`config.mk`:
```
export PLATFORM = sky130hd
export DESIGN_NAME = sound_sequencer_flat
export DESIGN_NICKNAME = d
export VERILOG_FILES = /design/src/rtl/sound_sequencer_if.sv /design/src/rtl/sound_sequencer.sv /design/src/flat_wrapper.sv
export SDC_FILE = /design/constraint.sdc
export NUM_CORES = 1
export LEC_CHECK = 0
export CORE_MARGIN = 10
export CORE_UTILIZATION = 50
export DETAILED_ROUTE_END_ITERATION = 12
export PLACE_DENSITY_LB_ADDON = 0.05
export RECOVER_POWER = 25
export SYNTH_ARGS = -nofsm -noshare
export SYNTH_HDL_FRONTEND = slang
export SYNTH_SLANG_ARGS = --single-unit
```
`constraint.sdc`:
```
create_clock -name clk -period 6.03 [get_ports clk]
set_input_delay 1.809 -clock clk [delete_from_list [all_inputs] [get_ports clk]]
set_output_delay 1.809 -clock clk [all_outputs]
set_load 0.05 [all_outputs]
```
`src/rtl/sound_sequencer_if.sv`:
```
// Game-state to sound-sequencer link: sound request/selector in, speaker drive and status out.
interface sound_sequencer_if;
  logic [1:0] soundselector;
  logic       playsound;
  logic       speaker;
  logic       busy;
  logic       done;
  logic [1:0] note_idx;

  modport master (
    output soundselector, playsound,
    input  speaker, busy, done, note_idx
  );

  modport slave (
    input  soundselector, playsound,
    output speaker, busy, done, note_idx
  );
endinterface

```
`src/rtl/sound_sequencer.sv`:
```
// Plays a fixed square-wave note sequence per playsound rising edge, starting the cycle after the request.
// Requests while busy are dropped, or restart the new sound at note 0 when SOUND_PREEMPT_EN is defined.
module sound_sequencer #(
  parameter int NOTE_LEN  = 1200000,
  parameter int GAP_LEN   = 120000,
  parameter int TONE_UNIT = 1000
) (
  input logic              clk,
  input logic              reset,
  sound_sequencer_if.slave bus
);
  localparam int MAX_DUR = (NOTE_LEN > GAP_LEN) ? NOTE_LEN : GAP_LEN;
  localparam int DUR_W   = $clog2(MAX_DUR + 1);
  localparam int HP_W    = $clog2(TONE_UNIT * 64 + 1);

  typedef enum logic [1:0] {IDLE, TONE, GAP} state_t;

  state_t           state_q, state_d;
  logic             play_q;
  logic [1:0]       sel_q, sel_d;
  logic [1:0]       idx_q, idx_d;
  logic [DUR_W-1:0] dur_q, dur_d;
  logic [HP_W-1:0]  hp_q, hp_d;
  logic             spk_q, spk_d;
  logic             done_q, done_d;
  logic             req;
  logic             last_note;
  logic [6:0]       code;
  logic [HP_W-1:0]  half_per;

  function automatic logic [6:0] note_code(input logic [1:0] sel, input logic [1:0] idx);
    logic [6:0] c;
    c = 7'd24;
    case (sel)
      2'd1: begin
        case (idx)
          2'd0:    c = 7'd24;
          2'd1:    c = 7'd20;
          default: c = 7'd16;
        endcase
      end
      2'd2: begin
        case (idx)
          2'd0:    c = 7'd40;
          2'd1:    c = 7'd48;
          2'd2:    c = 7'd56;
          default: c = 7'd64;
        endcase
      end
      2'd3: begin
        case (idx)
          2'd0:    c = 7'd24;
          2'd1:    c = 7'd20;
          2'd2:    c = 7'd16;
          default: c = 7'd12;
        endcase
      end
      default: c = 7'd24;
    endcase
    return c;
  endfunction

  function automatic logic [1:0] last_idx(input logic [1:0] sel);
    logic [1:0] l;
    case (sel)
      2'd0:    l = 2'd0;
      2'd1:    l = 2'd2;
      default: l = 2'd3;
    endcase
    return l;
  endfunction

  assign req       = bus.playsound & ~play_q;
  assign code      = note_code(sel_q, idx_q);
  assign half_per  = HP_W'(TONE_UNIT) * HP_W'(code);
  assign last_note = (idx_q == last_idx(sel_q));

  always_comb begin
    state_d = state_q;
    sel_d   = sel_q;
    idx_d   = idx_q;
    dur_d   = dur_q;
    hp_d    = hp_q;
    spk_d   = spk_q;
    done_d  = 1'b0;
    case (state_q)
      IDLE: begin
        if (req) begin
          state_d = TONE;
          sel_d   = bus.soundselector;
          idx_d   = '0;
          dur_d   = '0;
          hp_d    = '0;
          spk_d   = 1'b0;
        end
      end
      TONE: begin
        dur_d = dur_q + DUR_W'(1);
        if (hp_q == half_per - HP_W'(1)) begin
          hp_d  = '0;
          spk_d = ~spk_q;
        end else begin
          hp_d = hp_q + HP_W'(1);
        end
        // End of note overrides any toggle landing on the same cycle.
        if (dur_q == DUR_W'(NOTE_LEN - 1)) begin
          dur_d = '0;
          hp_d  = '0;
          spk_d = 1'b0;
          if (last_note) begin
            state_d = IDLE;
            done_d  = 1'b1;
          end else begin
            state_d = GAP;
          end
        end
      end
      GAP: begin
        dur_d = dur_q + DUR_W'(1);
        if (dur_q == DUR_W'(GAP_LEN - 1)) begin
          dur_d   = '0;
          idx_d   = idx_q + 2'd1;
          state_d = TONE;
        end
      end
      default: state_d = IDLE;
    endcase
`ifdef SOUND_PREEMPT_EN
    if (req && (state_q != IDLE)) begin
      state_d = TONE;
      sel_d   = bus.soundselector;
      idx_d   = '0;
      dur_d   = '0;
      hp_d    = '0;
      spk_d   = 1'b0;
      done_d  = 1'b0;
    end
`endif
  end

  always_ff @(posedge clk or negedge reset) begin
    if (!reset) begin
      state_q <= IDLE;
      play_q  <= 1'b0;
      sel_q   <= '0;
      idx_q   <= '0;
      dur_q   <= '0;
      hp_q    <= '0;
      spk_q   <= 1'b0;
      done_q  <= 1'b0;
    end else begin
      state_q <= state_d;
      play_q  <= bus.playsound;
      sel_q   <= sel_d;
      idx_q   <= idx_d;
      dur_q   <= dur_d;
      hp_q    <= hp_d;
      spk_q   <= spk_d;
      done_q  <= done_d;
    end
  end

  assign bus.speaker  = spk_q;
  assign bus.busy     = (state_q != IDLE);
  assign bus.done     = done_q;
  assign bus.note_idx = idx_q;
endmodule

```
`src/flat_wrapper.sv`:
```
// flat-port wrapper written by rule: the top's interface ports become plain ports
module sound_sequencer_flat 
#(
  parameter int NOTE_LEN  = 1200000,
  parameter int GAP_LEN   = 120000,
  parameter int TONE_UNIT = 1000
)
  (clk, reset, bus_soundselector, bus_playsound, bus_speaker, bus_busy, bus_done, bus_note_idx);
  sound_sequencer_if bus_i ();
  input logic clk;
  input logic reset;
  input wire logic [$bits(bus_i.soundselector)-1:0] bus_soundselector;
  input wire logic [$bits(bus_i.playsound)-1:0] bus_playsound;
  output wire logic [$bits(bus_i.speaker)-1:0] bus_speaker;
  output wire logic [$bits(bus_i.busy)-1:0] bus_busy;
  output wire logic [$bits(bus_i.done)-1:0] bus_done;
  output wire logic [$bits(bus_i.note_idx)-1:0] bus_note_idx;
  assign bus_i.soundselector = bus_soundselector;
  assign bus_i.playsound = bus_playsound;
  assign bus_speaker = bus_i.speaker;
  assign bus_busy = bus_i.busy;
  assign bus_done = bus_i.done;
  assign bus_note_idx = bus_i.note_idx;
  sound_sequencer #(.NOTE_LEN(NOTE_LEN), .GAP_LEN(GAP_LEN), .TONE_UNIT(TONE_UNIT)) u_core (.clk(clk), .reset(reset), .bus(bus_i));
endmodule
```
==> impl_metrics.csv, run 1 <==
group,metric,value,unit
outcome,status,"finished with violations",
outcome,violations,"max-capacitance violations, max-slew violations",
synth,ys.flop_type,"dfrtp_1",
sta,rsz0062_at_grt,"no",
routing,postRouteAntennaNets,0,
cts,cts_sinks,46,
layout,final_cell_area,0.003870,sq mm
routing,num_vias,2781,
power_and_ir_drop,p_leak,0.001719,uW
worst_setup_path,crit_start,"u_core.bus.note_idx[0]",
cts,worstSkewPairLatency,0.30,ns
placement,dpl.hpwl,5.649,mm
synth,synthTopCellsByArea,"dfrtp_1, ha_1, fa_1",
power_and_ir_drop,cellPowerDensity,242.2,mW/mm^2
worst_hold_path,hp-start,"u_core.dur_q[3]",
sta,setup_viol,0,
cts,ctsRootBufferMaster,"clkbuf_8",
layout,antenna_cells,0,
layout,seq_area,0.001154,sq mm
run,cap_violations,1,
synth,syn_nets,446,
grt,grt_max_degree,47,
synth,yosysMostFrequentCell,"dfrtp_1",
worst_setup_path,arrival,5.86,ns
synth,ys_ff_latch,46,
routing,drc,0,
grt,antenna_found_initial,0,
synth,yosysWarnings,0,
layout,syn_to_final_growth,7.883,%
routing,wl_per_cell,14.72,um
die,die_width,104.7,um
sta,finalCriticalPeriod,5.666,ns
synth,async_reset_ff_share,100.0,%
worst_setup_path,critical_path_class,"register to register",
placement,dpl_cell_area,0.003754,sq mm
worst_hold_path,hold_class,"register to register",
die,row_count,30,
sta,tns,0,ns
sta,skew,0.009295,ns
synth,synth.avg_cell_area,8.968,sq um
synth,yosysTopAreaCell,"dfrtp_1",
routing,postRouteWirelength,7.448,mm
layout,drive_above_1_share,5.854,%
die,core_region_area,0.006869,sq mm
sta,worst_pin_slew,2.458,ns
synth,yosysTopAreaCellShare,32.09,%
die,ios,10,
sta,period_share,93.96,%
die,dieArea,0.01096,sq mm
worst_setup_path,crit_path_max_fanout,12,
grt,grt_first_pass_wirelength,13.01,mm
placement,gp_congestion,0.8098,
cts,numCtsBuffers,5,
cts,cts_tree,"built",
worst_setup_path,start_kind,"register",
worst_hold_path,min_path_cells,1,
routing,first_pass_iters,4,
routing,viasPerCell,5.496,
sta,hold_viol,0,
layout,nets,455,
layout,fillers,639,
grt,grt_use_total,13.75,%
synth,syn_inst,400,
synth,synth_area,0.003587,sq mm
synth,ys_seq_area_share,32.09,%
placement,portBuffers,9,
cts,htreeDepth,2,
sta,relSlewSlack,-63.85,%
synth,ys_top_cells_by_count,"dfrtp_1, nand2_1, ha_1",
synth,synth_edf_count,0,
power_and_ir_drop,ir_worst_vdd,0.1487,mV
grt,grt_pass1_vias,2683,
grt,grt.overflow.total,0,
worst_setup_path,reg2regPathDepth,22,
synth,yosysUniqueCellTypes,57,
die,die_y,104.7,um
layout,multi_input_area,0.002282,sq mm
cts,clk_pin_slew,0.08,ns
worst_setup_path,end_kind,"register",
sta,drv_slew,47,
sta,max_freq,0.1765,GHz
worst_setup_path,critPathRequiredTime,6.22,ns
routing,drt-initial-drc-count,143,
die,start_util,52.22,%
cts,cts_buffer_depth,2,
worst_setup_path,reg2reg_from,"u_core.bus.note_idx[0]",
-- report_power, final --
group | internal [uW] | switching [uW]
clock | 124 | 103
sequential | 358 | 66.1
combinational | 136 | 149
-- final cells by class --
cell class              instances  share of cell area, %
inverters                      29                  2.813
well taps                      96                  3.104
multi-input cells             316                  58.97
clock inverters                 1                 0.7759
repair buffers                 11                  2.554
flip-flops and latches         46                  29.81
clock buffers                   7                  1.972
-- critical path: stages (launching register included) --
cell and delay [ns]:
dfrtp_2 0.45, inv_1 0.10, ha_1 0.36, nand2b_1 0.17, o211ai_1 0.10, o21a_1 0.16
inv_1 0.06, ha_2 0.42, inv_1 0.08, fa_1 0.50, fa_1 0.52, inv_1 0.04
ha_1 0.29, inv_1 0.06, fa_1 0.58, nand2b_1 0.08, or4b_1 0.53, xnor2_1 0.17
a2111oi_2 0.24, a31o_2 0.26, buf_4 0.19, a21oi_1 0.05, a21o_1 0.15
-- state kept, by name, summed over array words and instances, names as in the netlist --
| signal | flops |
|---|---|
| u_core.bus.done | 1 |
| u_core.bus.note_idx | 2 |
| u_core.bus.speaker | 1 |
| u_core.dur_q | 21 |
| u_core.hp_q | 16 |
| u_core.play_q | 1 |
| u_core.sel_q | 2 |
| u_core.state_q | 2 |
-- per-stage QoR --
step           hold slack, ns  worst slack, ns  power, uW  utilization, %  std cells
2_1_floorplan          0.4595          0.03251      641.0               -        400
3_3_place_gp           0.5005           0.2095      705.4           54.64        498
3_5_place_dp           0.5081          0.06313      713.8           54.64        498
4_1_cts                0.5198          0.05012      942.7           56.19        506
5_1_grt                0.5467          0.01518       1010           56.34        506
6_report               0.5143           0.3644      937.2           56.34        506
-- layout by cell type, fill, tap and decap left out, types with 2 or more instances in the layout --
cell type        instances
a21o_1                   5
a21oi_1                 18
a22o_1                   4
a31o_2                   3
a31oi_1                  2
and2_1                   8
and3_1                  11
buf_4                    2
clkbuf_1                 3
clkbuf_8                 5
clkdlybuf4s50_1          7
dfrtp_1                 44
dfrtp_2                  2
fa_1                     9
ha_1                    31
inv_1                   28
nand2_1                 39
nand2b_1                12
nand3_1                 16
nand4_1                  8
nor2_1                  26
nor2b_1                  6
nor3_1                  10
nor4_1                   3
nor4b_1                  2
o21a_1                   2
o21ai_0                 30
o21ai_1                  2
o31ai_1                  8
or4b_1                   3
xnor2_1                 11
xor2_1                  20
-- routing by layer --
layer | wire length, um | up-vias | share of wire (%) | track usage [%]
met5 | 0 | - | 0 | 0
li1 | - | 1420 | - | -
met1 | 4158 | 1325 | 56 | 20.92
met2 | 3059 | 29 | 41 | 19.38
met3 | 181 | 7 | 2.4 | 2.334
met4 | 48 | 0 | 0.64 | 3.529
-- repair_timing --
action,CTS,global route
buffers inserted,0,0
endpoints found under the hold margin,0,0
gates resized for setup,0,5
hold buffers,0,0
setup endpoints to repair,0,16
-- cells by family (layout without fill, tap and decap cells) --
group	Yosys count	count (layout)	share of synthesized area, %
and+or+nand+nor	155	155	22.81
buffers and inverters	38	48	4.534
muxes	1	1	0.3139
AOI/OAI and AO/OA	87	87	15.87
xor gates and xnor gates	32	32	8.197
adders and majority gates	41	41	16.18
DFF	46	46	32.09
-- final timing paths --
kind | endpoint | slack [ns]
worst max-delay path | u_core.hp_q[3] | 0.36
worst min-delay path | u_core.dur_q[3] | 0.51
worst max register to register | u_core.hp_q[3] | 0.36
worst min register to register | u_core.dur_q[3] | 0.51
max in group asynchronous | u_core.bus.note_idx[1] | 2.21
min in group asynchronous | u_core.bus.done | 2.26
Power figures use the tool's default switching activity.
==> run 2, diff against run 1 <==
- ABC_CLOCK_PERIOD_IN_PS: not set -> 6030
==> results of run 2 <==
Final layout, timing and power as in run 1 (identical DEF).
